[config.mk]
export PLATFORM = sky130hd
export DESIGN_NAME = nmos_gate_driver
export DESIGN_NICKNAME = d
export VERILOG_FILES = /design/src/rtl/nmos_gate_driver.sv
export SDC_FILE = /design/constraint.sdc
export NUM_CORES = 1
export LEC_CHECK = 0
export ABC_AREA = 1
export CAP_MARGIN = 10
export CORE_UTILIZATION = 60
export DETAILED_ROUTE_END_ITERATION = 7
export PLACE_DENSITY = 0.82
export SLEW_MARGIN = 10
export SYNTH_ARGS = -nofsm -noshare
export SYNTH_HDL_FRONTEND = slang
export SYNTH_SLANG_ARGS = --single-unit
export TNS_END_PERCENT = 10
[constraint.sdc]
create_clock -name clk -period 5.36 [get_ports clk]
set_clock_uncertainty 0.05 [all_clocks]
set_input_delay 1.608 -clock clk [delete_from_list [all_inputs] [get_ports clk]]
set_output_delay 1.608 -clock clk [all_outputs]
set_load 0.02 [all_outputs]
[src/rtl/nmos_gate_driver.sv]
`default_nettype none
// ============================================================================
// Module      : nmos_gate_driver
// Description : Dead-time controlled half-bridge PWM gate driver; config is
//               latched once per PWM cycle. Optional FAULT input/state is
//               enabled by defining NMOS_GATE_DRV_FAULT_EN.
// Revision    : 1.0 - initial release
// ============================================================================
module nmos_gate_driver #(
    parameter int CNT_W  = 8,
    parameter int DEAD_W = 4
) (
    input  logic              clk,
    input  logic              reset,
    input  logic              enable,
    input  logic [CNT_W-1:0]  period,
    input  logic [CNT_W-1:0]  duty,
    input  logic [DEAD_W-1:0] dead,
`ifdef NMOS_GATE_DRV_FAULT_EN
    input  logic              fault,
    output logic              fault_latched,
`endif
    output logic              gate_hi,
    output logic              gate_lo,
    output logic              cycle_done,
    output logic              cfg_err
);

    localparam int c_aw = CNT_W + 1;
    localparam logic [CNT_W:0] c_one = {{CNT_W{1'b0}}, 1'b1};

    typedef enum logic [2:0] {
        S_IDLE    = 3'd0,
        S_HI_ON   = 3'd1,
        S_DEAD_HL = 3'd2,
        S_LO_ON   = 3'd3,
        S_DEAD_LH = 3'd4,
        S_STOP    = 3'd5
`ifdef NMOS_GATE_DRV_FAULT_EN
        , S_FAULT = 3'd6
`endif
    } state_t;

    // configuration arithmetic on the live inputs, one bit wider than the counters
    logic [c_aw-1:0] w_p;
    logic [c_aw-1:0] w_d;
    logic [c_aw-1:0] w_t;
    logic [c_aw-1:0] w_t2;
    logic [c_aw-1:0] w_room;
    logic [c_aw-1:0] w_deff;
    logic [c_aw-1:0] w_l;
    logic            w_valid;

    state_t          r_state;
    state_t          w_state_nxt;
    logic [c_aw-1:0] r_cnt;
    logic [c_aw-1:0] w_cnt_nxt;
    logic [c_aw-1:0] r_l;
    logic [c_aw-1:0] r_t;
    logic            r_abort;
    logic            w_abort_nxt;
    logic            r_cfg_err;
    logic            w_cfg_err_nxt;
    logic            w_latch;
    logic            w_last;

    state_t          w_start_state;
    logic [c_aw-1:0] w_start_cnt;
    state_t          w_end_state;
    logic [c_aw-1:0] w_end_cnt;
    logic            w_end_latch;
    logic            w_end_err;
    state_t          w_stop_state;
    logic [c_aw-1:0] w_stop_cnt;

    assign w_p     = {1'b0, period};
    assign w_d     = {1'b0, duty};
    assign w_t     = {{(c_aw-DEAD_W){1'b0}}, dead};
    assign w_t2    = {w_t[c_aw-2:0], 1'b0};
    assign w_valid = (w_p > w_t2);
    assign w_room  = w_p - w_t2;
    assign w_deff  = (w_d < w_room) ? w_d : w_room;
    assign w_l     = w_room - w_deff;

    assign w_last  = (r_cnt == c_one);

    // first non-empty state of a new cycle; a valid config guarantees D_eff+L >= 1
    always_comb begin
        w_start_state = S_LO_ON;
        w_start_cnt   = w_l;
        if (w_deff != '0) begin
            w_start_state = S_HI_ON;
            w_start_cnt   = w_deff;
        end else if (w_t != '0) begin
            w_start_state = S_DEAD_HL;
            w_start_cnt   = w_t;
        end
    end

    // decision taken at a cycle boundary (from IDLE or at the end of a cycle)
    always_comb begin
        w_end_state = S_IDLE;
        w_end_cnt   = '0;
        w_end_latch = 1'b0;
        w_end_err   = r_cfg_err;
        if (enable) begin
            if (w_valid) begin
                w_end_state = w_start_state;
                w_end_cnt   = w_start_cnt;
                w_end_latch = 1'b1;
                w_end_err   = 1'b0;
            end else begin
                w_end_err   = 1'b1;
            end
        end
    end

    always_comb begin
        w_stop_state = S_IDLE;
        w_stop_cnt   = '0;
        if (r_t != '0) begin
            w_stop_state = S_STOP;
            w_stop_cnt   = r_t;
        end
    end

    always_comb begin
        w_state_nxt   = r_state;
        w_cnt_nxt     = r_cnt - c_one;
        w_abort_nxt   = r_abort;
        w_cfg_err_nxt = r_cfg_err;
        w_latch       = 1'b0;

        case (r_state)
            S_IDLE: begin
                w_cnt_nxt   = '0;
                w_abort_nxt = 1'b0;
                if (enable) begin
                    w_state_nxt   = w_end_state;
                    w_cnt_nxt     = w_end_cnt;
                    w_latch       = w_end_latch;
                    w_cfg_err_nxt = w_end_err;
                end
            end

            S_HI_ON: begin
                if (!enable) begin
                    w_state_nxt = w_stop_state;
                    w_cnt_nxt   = w_stop_cnt;
                end else if (w_last) begin
                    if (r_t != '0) begin
                        w_state_nxt = S_DEAD_HL;
                        w_cnt_nxt   = r_t;
                    end else if (r_l != '0) begin
                        w_state_nxt = S_LO_ON;
                        w_cnt_nxt   = r_l;
                    end else begin
                        w_state_nxt   = w_end_state;
                        w_cnt_nxt     = w_end_cnt;
                        w_latch       = w_end_latch;
                        w_cfg_err_nxt = w_end_err;
                    end
                end
            end

            S_DEAD_HL: begin
                w_abort_nxt = r_abort | ~enable;
                if (w_last) begin
                    if (w_abort_nxt) begin
                        w_state_nxt = S_IDLE;
                        w_cnt_nxt   = '0;
                    end else if (r_l != '0) begin
                        w_state_nxt = S_LO_ON;
                        w_cnt_nxt   = r_l;
                    end else begin
                        w_state_nxt = S_DEAD_LH;
                        w_cnt_nxt   = r_t;
                    end
                end
            end

            S_LO_ON: begin
                if (!enable) begin
                    w_state_nxt = w_stop_state;
                    w_cnt_nxt   = w_stop_cnt;
                end else if (w_last) begin
                    if (r_t != '0) begin
                        w_state_nxt = S_DEAD_LH;
                        w_cnt_nxt   = r_t;
                    end else begin
                        w_state_nxt   = w_end_state;
                        w_cnt_nxt     = w_end_cnt;
                        w_latch       = w_end_latch;
                        w_cfg_err_nxt = w_end_err;
                    end
                end
            end

            S_DEAD_LH: begin
                w_abort_nxt = r_abort | ~enable;
                if (w_last) begin
                    if (w_abort_nxt) begin
                        w_state_nxt = S_IDLE;
                        w_cnt_nxt   = '0;
                    end else begin
                        w_state_nxt   = w_end_state;
                        w_cnt_nxt     = w_end_cnt;
                        w_latch       = w_end_latch;
                        w_cfg_err_nxt = w_end_err;
                    end
                end
            end

            S_STOP: begin
                // a re-asserted enable waits until the stop sequence has drained
                if (w_last) begin
                    w_state_nxt = S_IDLE;
                    w_cnt_nxt   = '0;
                end
            end

`ifdef NMOS_GATE_DRV_FAULT_EN
            S_FAULT: begin
                w_cnt_nxt   = '0;
                w_abort_nxt = 1'b0;
                if (!fault && !enable) begin
                    w_state_nxt = S_IDLE;
                end
            end
`endif

            default: begin
                w_state_nxt = S_IDLE;
                w_cnt_nxt   = '0;
                w_abort_nxt = 1'b0;
            end
        endcase

`ifdef NMOS_GATE_DRV_FAULT_EN
        if (fault) begin
            w_state_nxt = S_FAULT;
            w_cnt_nxt   = '0;
            w_abort_nxt = 1'b0;
            w_latch     = 1'b0;
        end
`endif
    end

    always_ff @(posedge clk or posedge reset) begin
        if (reset) begin
            r_state   <= S_IDLE;
            r_cnt     <= '0;
            r_l       <= '0;
            r_t       <= '0;
            r_abort   <= 1'b0;
            r_cfg_err <= 1'b0;
        end else begin
            r_state   <= w_state_nxt;
            r_cnt     <= w_cnt_nxt;
            r_abort   <= w_abort_nxt;
            r_cfg_err <= w_cfg_err_nxt;
            if (w_latch) begin
                r_l <= w_l;
                r_t <= w_t;
            end
        end
    end

    assign gate_hi    = (r_state == S_HI_ON);
    assign gate_lo    = (r_state == S_LO_ON);
    assign cfg_err    = r_cfg_err;
    assign cycle_done = w_last && !r_abort &&
                        ((r_state == S_DEAD_LH) ||
                         ((r_state == S_LO_ON) && (r_t == '0)) ||
                         ((r_state == S_HI_ON) && (r_t == '0) && (r_l == '0)));
`ifdef NMOS_GATE_DRV_FAULT_EN
    assign fault_latched = (r_state == S_FAULT);
`endif

endmodule
`default_nettype wire

==> metrics.md, run 1 <==
| Metric | Value |
|---|---|
| Worst EP post-GRT repair | `r_cnt[8]$_DFF_PP0_/D` |
| Pin type at the end of the worst path | `register data pin` |
| GRT overflow | `24` |
| Chip width | `77.8 microns` |
| Number of register bits inferred by synthesis | `27` |
| Number of port buffers | `26` |
| Commonest cells in the synthesized netlist | `151 x sky130_fd_sc_hd__nand2_1, 88 x sky130_fd_sc_hd__inv_1, 41 x sky130_fd_sc_hd__nand3_1, 41 x sky130_fd_sc_hd__nor2_1, 40 x sky130_fd_sc_hd__a21oi_1` |
| Total number of yosys warnings | `0` |
| CTS Buf Count | `3` |
| Library cell with the highest instance count after synthesis | `sky130_fd_sc_hd__nand2_1` |
| Clock net sink count | `27` |
| Top post-synthesis cells by area | `sky130_fd_sc_hd__dfrtp_1 20%, sky130_fd_sc_hd__nand2_1 16%, sky130_fd_sc_hd__inv_1 9.6%` |
| Cell row count | `27` |
| Prevailing post-synth register cell | `sky130_fd_sc_hd__dfrtp_1` |
| Number of hold-repair buffers added at the cts stage | `0` |
| Starting density of the core | `62.6%` |
| Global-route usage over all layers | `71.0%` |
| Max Root-Sink Buffers | `2` |
| Pin count of the biggest net entering global routing | `28` |
| Post-synthesis cell type with the largest combined area | `sky130_fd_sc_hd__dfrtp_1` |
| Clock Root Buffer | `sky130_fd_sc_hd__clkbuf_8` |
| Average footprint of a synthesized cell | `6.10 sq um` |
| Asr flop ratio synth | `100%` |
| Stop err | `[ERROR GRT-0232] Routing congestion too high. Check the congestion heatmap in the GUI.` |
| Sequential area share after synthesis | `19.6%` |
| Post-Synthesis Net Count | `610` |
| Number of synthesized flops with an enable pin | `0` |
| Status | `aborted with a tool error` |
| Gate count after technology mapping | `565` |
| CTS H-tree depth | `1` |
| Number of I/O pins | `27` |
| Height of the chip | `77.8 microns` |
| Share of Yosys cell area claimed by the top area cell type | `19.6%` |
| GPL Wtd Cong | `0.985` |
| Number of different library cells in the post-synthesis netlist | `44` |
| Post-Syn Area | `0.00344 sq mm` |
| Last step reached | `global routing (5_1_grt)` |
| Half-perimeter wire length after detailed placement | `9.05 mm` |
## cells by family after synthesis
logic type | synth area share [%]
simple gates | 39.4
compound gates | 17.4
buf+inv | 11.8
flops | 19.6
fa+ha+maj | 8.43
xor+xnor | 3.31
## through the flow
stage | cell area [sq um] | std cells | setup slack [ps] | TNS (ps)
after floorplan | 3570 | 565 | -50.0 | -58.8
after global placement | 4380 | 719 | -856 | -7690
after detailed placement | 4380 | 719 | -993 | -9920
after CTS | 4660 | 739 | -67.6 | -141
## layer usage
| metal | global-route usage, % | GRT overflow |
|---|---|---|
| met1 | 71.9 | 0 |
| met5 | 4.55 | 0 |
| met2 | 93.6 | 11 |
| met4 | 74.3 | 13 |
| met3 | 46.1 | 0 |
## timing repair
| action | in CTS |
|---|---|
| setup buffers | 16 |
| pin swaps | 40 |
| setup endpoints to repair | 16 |
| gates resized for setup | 50 |
==> run 2: changes to the inputs <==
CORE_UTILIZATION = 40   (was 60)
PLACE_DENSITY = not set   (was 0.82)
PLACE_DENSITY_LB_ADDON = 0.15   (was not set)
==> run 2 against run 1 <==
  * The flow now finishes, with violations (setup timing)
  * Synthesized cell count is the same
  * Area after synthesis is the same
==> metrics.md, run 2 <==
| Metric | Value |
|---|---|
| GRT overflow | `0` |
| Worst hold-check slack | `449 ps` |
| Register-to-register path setup slack | `2260 ps` |
| Logic gate share of total power | `72.8%` |
| Required arrival time at the worst endpoint | `5540 ps` |
| TritonCTS clock tree | `yes` |
| Sequential area share after synthesis | `19.6% (unchanged)` |
| Antenna Nets Post-Route | `0` |
| CTS H-tree depth | `1 (unchanged)` |
| Post-Syn Area | `0.00344 sq mm (unchanged)` |
| Startpoint kind of the worst setup timing path | `input port` |
| Status | `finished with violations` |
| Number of different library cells in the post-synthesis netlist | `44 (unchanged)` |
| Cell row count | `33 (+22%)` |
| Number of I/O pins | `27 (unchanged)` |
| Top post-synthesis cells by area | `sky130_fd_sc_hd__dfrtp_1 20%, sky130_fd_sc_hd__nand2_1 16%, sky130_fd_sc_hd__inv_1 9.6%` |
| Commonest cells in the synthesized netlist | `151 x sky130_fd_sc_hd__nand2_1, 88 x sky130_fd_sc_hd__inv_1, 41 x sky130_fd_sc_hd__nand3_1, 41 x sky130_fd_sc_hd__nor2_1, 40 x sky130_fd_sc_hd__a21oi_1` |
| Height of the chip | `94.8 microns (+22%)` |
| Sequential share of power | `20.2%` |
| Asr flop ratio synth | `100% (unchanged)` |
| Share of Yosys cell area claimed by the top area cell type | `19.6% (unchanged)` |
| Crit end category | `flop` |
| Critical path's slowest cell | `sky130_fd_sc_hd__fa_2` |
| Number of antenna violations at the first check in global routing | `0` |
| Global-route usage over all layers | `28.2%` |
| Max incr delay on CP | `550 ps` |
| Iter 0 DRT Violations | `209` |
| Maximum capacitance violations | `0` |
| Clock Root Buffer | `sky130_fd_sc_hd__clkbuf_8` |
| Average footprint of a synthesized cell | `6.10 sq um (unchanged)` |
| Final period utilization | `102%` |
| Gate count after technology mapping | `565 (unchanged)` |
| Final min period | `5470 ps` |
| Internal | `902 uW` |
| DRC violations left | `0` |
| Worst Setup Path Type | `in2reg` |
| Post-synthesis cell type with the largest combined area | `sky130_fd_sc_hd__dfrtp_1` |
| Starting density of the core | `41.7% (-21 points)` |
| Library cell with the highest instance count after synthesis | `sky130_fd_sc_hd__nand2_1` |
| Clock network power share | `6.9%` |
| Prevailing post-synth register cell | `sky130_fd_sc_hd__dfrtp_1` |
| Post-route setup slack | `-113 ps` |
| Power density relative to cell area | `379 mW/mm^2` |
| Die area | `0.00899 sq mm` |
| Commonest cells after routing, fill and taps aside | `136 x sky130_fd_sc_hd__nand2_1, 89 x sky130_fd_sc_hd__buf_4, 78 x sky130_fd_sc_hd__inv_1` |
| Violations in the final reports | `setup timing` |
| Number of register bits inferred by synthesis | `27 (unchanged)` |
| Wire length per cell after detailed routing | `15.4 microns` |
| CP Max Fanout | `5` |
| Vias in the first global route | `4096` |
| Most common cell after layout, fill and taps aside | `sky130_fd_sc_hd__nand2_1` |
| Clock slew at the register clock pins of the worst setup and hold paths | `110 ps` |
| Non-filler instance count after layout | `785` |
| Post-Synthesis Net Count | `610 (unchanged)` |
| Crit path arrival time | `5650 ps` |
| Pin count of the biggest net entering global routing | `28` |
| Detailed Route WL | `12.1 mm` |
| Worst vdd ir | `0.126 mV` |
| Number of synthesized flops with an enable pin | `0 (unchanged)` |
| Transition at the pin with the smallest max-transition slack | `987 ps` |
| Number of hold-repair buffers added at the cts stage | `0 (unchanged)` |
| GPL Wtd Cong | `0.915 (-7.2%)` |
| Final hold violation count | `0` |
| First-pass GRT wire length | `19.8 mm` |
| Overall via count from detail_route | `4234` |
| Clock net sink count | `27 (unchanged)` |
| Mean number of vias per cell | `5.39` |
| Regs by FF count | `r_cnt x9, r_l x9, r_t x4` |
| N_diodes | `0` |
| Cell type group with the largest total delay on the critical path | `simple AND/OR/NAND/NOR gates` |
| Final count of pins violating max slew | `0` |
| Final core utilization | `59.4%` |
| Chip width | `94.8 microns (+22%)` |
| Layout cells sized above 1 | `30.0%` |
| Total number of yosys warnings | `0 (unchanged)` |
| Number of port buffers | `26 (unchanged)` |
| Nets | `726` |
| Unrepaired setup endpoints after global routing | `yes` |
| Leakage Power | `2.42 nW` |
| Core footprint | `0.00826 sq mm` |
| Number of failing setup endpoints in the final timing report | `5` |
| First drt pass iteration count | `5` |
| Area growth from synthesis to final layout | `42.4%` |
| CTS Buf Count | `3 (unchanged)` |
| Net switching component of the power | `958 uW` |
| Proportion of total power due to net switching | `51.5%` |
| Number of cells after detailed placement | `750 (+4.3%)` |
| Clock latency at the later pin of the worst-skew pair | `290 ps` |
| Max Clk Rate | `183 MHz` |
| Remaining max-slew budget at the tightest pin | `33.9%` |
| Kind of path behind the tightest hold check | `reg2reg` |
| Fill cell count | `797` |
| Max Root-Sink Buffers | `2 (unchanged)` |
| WP buf/inv | `8` |
| Half-perimeter wire length after detailed placement | `9.31 mm (+2.8%)` |
-- run 2: kinds of logic after synthesis --
group / Yosys count / share of synthesized area, %
fa+ha+maj: 22 / 8.43
buf+inv: 102 / 11.8
flops: 27 / 19.6
compound gates: 106 / 17.4
xor+xnor: 13 / 3.31
simple gates: 295 / 39.4
-- run 2: layout make-up --
type	count	area, sq um	share of cell area (%)
multi-input combinational	436	2700	55.0
timing repair buffer	123	1000	20.4
tap	105	131	2.68
inverter	90	353	7.20
clock buffer	4	45.0	0.919
sequential	27	676	13.8
-- run 2: layer usage --
metal	wire, microns	vias up	GRT usage (%)
met4	387	0	10.1
met2	6190	134	52.4
met5	0	-	0
met1	5100	1983	34.1
met3	419	27	1.21
li1	-	2090	-
-- run 2: path summary, 6_finish.rpt --
| kind | from | end | depth (start not counted) |
|---|---|---|---|
| setup / recovery | period[1] | r_cnt[4] | 34 |
| hold / removal | r_l[1] | r_l[1] | 2 |
| setup reg to reg | r_cnt[1] | r_cnt[0] | 14 |
| hold reg to reg | r_l[1] | r_l[1] | 2 |
| max in group asynchronous | reset | r_cnt[1] | 3 |
| min in group asynchronous | reset | cfg_err | 2 |
-- run 2: power groups by stage --
stage          registers (mW)  clock network, mW  logic (mW)
2_1_floorplan           0.356                  0       0.825
3_3_place_gp            0.377                  0        1.19
3_5_place_dp            0.379                  0        1.19
4_1_cts                 0.375              0.130        1.27
5_1_grt                 0.387              0.138        1.51
6_report                0.376              0.129        1.36
-- run 2: stage by stage --
stage	worst slack [ps]	instance area [sq um]	power [mW]	setup TNS, ps
2_1_floorplan	-50.0	3570	1.18	-58.8
3_3_place_gp	-826	4390	1.56	-7860
3_5_place_dp	-935	4390	1.57	-8990
4_1_cts	0.0613	4710	1.77	0
5_1_grt	-296	4900	2.03	-1680
6_report	-113	4900	1.86	-308
-- run 2: worst min-delay path, cell delays in order, from the launching register on --
cell and delay, ps:
sky130_fd_sc_hd__dfrtp_1 360, sky130_fd_sc_hd__nand2_1 50, sky130_fd_sc_hd__o21ai_0 60
-- run 2: what timing repair did --
| action | CTS | global route |
|---|---|---|
| setup endpoints to repair | 14 | 12 |
| buffers inserted | 25 | 6 |
| gates resized for setup | 54 | 34 |
| pin swaps | 38 | 46 |
(Power assumes the default switching activity.)
==> patch: new RTL, flow settings as in run 2 <==
The option `NMOS_GATE_DRV_FAULT_EN` is turned on by a define.
--- a/src/rtl/nmos_gate_driver.sv
+++ b/src/rtl/nmos_gate_driver.sv
@@ -7,4 +7,6 @@
 // Revision    : 1.0 - initial release
 // ============================================================================
+`define NMOS_GATE_DRV_FAULT_EN
+
 module nmos_gate_driver #(
     parameter int CNT_W  = 8,
Interface: changed (added fault and fault_latched); port bits go from 27 to 29. The function was not compared with the original's and may differ.
==> patch against run 2 <==
The run still ends with setup timing left. Global-route usage decreased by 1.8 points. Wire length decreased by 6.6%. Final cell count rose by 0.25%. Area after synthesis grew 1.2%. Design area grew 1.7%. Worst setup slack lost 0.026 ns. Total power grew 4.7%. Sequential cell count is the same. Maximum frequency down 0.48%. Critical endpoint is now r_cnt[8].
==> patch: results (changes against run 2) <==
| Group | Result | Reported | Change |
|---|---|---|---|
| setup path | Worst setup path startpoint | dead[1] |  |
| sta | Worst slew pin tran | 1.02 ns | +0.0286 ns |
| setup path | Master of the slowest instance on the critical path | sky130_fd_sc_hd__ha_4 |  |
| status | Violated checks | setup timing |  |
| placement | Placed instance area | 4380 um^2 | -0.20% |
| global route | Wire length of the first global-routing pass | 18.9 mm | -4.7% |
| status | Outcome | finished, violations left |  |
| setup path | Worst R2R Setup Slack | 2.19 ns | -0.07 ns |
| final layout | Count of nets after finishing | 729 | +0.41% |
| global route | Met1 track demand over resource in global routing | 0.326 | -0.0148 |
| synth | Cell count after synthesis | 567 | +0.35% |
| synth | Syn Nets | 613 | +0.49% |
| global route | Met2 Use GR | 0.480 | -0.0442 |
| setup path | Largest driver fanout on the critical path | 7 | +2 |
| final layout | Number of filler cells placed in the layout | 776 | -2.6% |
| detailed routing | Drt pass-1 iters | 6 | +1 |
| detailed routing | Post-Route M1 WL | 4.86 mm | -4.7% |
| detailed routing | Met2 wirelength from detailed routing | 5.66 mm | -8.6% |
| setup path | Path depth of the worst reg2reg path | 16 | +2 |
| placement | Placed Cells | 751 | +0.13% |
| setup path | End point of the critical path | r_cnt[8] |  |
| sta | Hold slack | 0.483 ns | +0.0338 ns |
| clock tree | Total setup buffers inserted after CTS | 29 | +16% |
| global route | Number of global-route vias before repair | 4062 | -0.83% |
| final layout | Layout Cells excl Fill | 787 | +0.25% |
| global route | Global-route met3 utilization | 0.0136 | +0.00148 |
| sta | Slack of the critical path | -0.139 ns | -0.0263 ns |
| synth | Cell types occupying the most area after synthesis | sky130_fd_sc_hd__dfrtp_1 19%, sky130_fd_sc_hd__nand2_1 15%, sky130_fd_sc_hd__inv_1 9.4% |  |
| placement | Placer congestion estimate | 0.955 | +4.4% |
| power and ir drop | Leak Pwr | 2.42 nW | about the same |
| power and ir drop | Switching Fraction | 0.515 | about the same |
| synth | Commonest cells post-synth | 137 x sky130_fd_sc_hd__nand2_1, 87 x sky130_fd_sc_hd__inv_1, 57 x sky130_fd_sc_hd__nor2_1, 47 x sky130_fd_sc_hd__o21ai_0, 39 x sky130_fd_sc_hd__nand3_1 |  |
| detailed routing | Drt via density | 5.32 | -1.4% |
| placement | Post-DP HPWL | 8.83 mm | -5.1% |
| synth | Share of synthesized area occupied by flip-flops and latches | 0.194 | -0.00239 |
| clock tree | Post-cts resize count | 58 | +7.4% |
| setup path | Worst reg2reg path endpoint | r_l[1] |  |
| sta | Final setup violation count | 5 | unchanged |
## patch: power groups by stage
stage	Sequential, mW	Clock, mW	Combinational [mW]
finish	0.378	0.127	1.44
global placement	0.380	0	1.24
detailed placement	0.378	0	1.25
CTS	0.374	0.128	1.36
floorplan	0.350	0	0.873
global route	0.386	0.136	1.62
## patch: cell type report
| type | instances | area share |
|---|---|---|
| multi-input cells | 438 | 0.561 |
| repair buffers | 121 | 0.195 |
| flip-flops and latches | 27 | 0.135 |
| inverters | 92 | 0.0723 |
| well taps | 105 | 0.0263 |
| clock buffers | 3 | 0.00828 |
| clock inverters | 1 | 0.00100 |
## patch: metrics by stage
step | TNS, ns | total power [mW] | utilization | setup WS, ns
detailed placement | -10.21 | 1.63 | 0.526 | -1.08
finish | -0.374 | 1.95 | 0.598 | -0.139
floorplan | -0.465 | 1.22 | - | -0.166
CTS | -0.265 | 1.86 | 0.573 | -0.0851
global placement | -8.33 | 1.62 | 0.526 | -0.990
global route | -1.79 | 2.14 | 0.598 | -0.414
## patch: critical path, delay by kind of cell
family                     cells  cell delay [ns]
AOI/OAI and AO/OA              8             1.09
buffers and inverters          4             0.44
xor gates and xnor gates       1             0.25
and+or+nand+nor               19             1.42
adders and majority gates      3             0.78
## patch: cell families (layout without fill, tap and decap cells)
| family | count (synthesis) | after routing | share of synthesized area |
|---|---|---|---|
| and+or+nand+nor | 280 | 280 | 0.367 |
| AOI/OAI and AO/OA | 123 | 123 | 0.208 |
| xor gates and xnor gates | 13 | 13 | 0.0327 |
| adders and majority gates | 22 | 22 | 0.0832 |
| DFF | 27 | 27 | 0.194 |
| buffers and inverters | 102 | 217 | 0.116 |
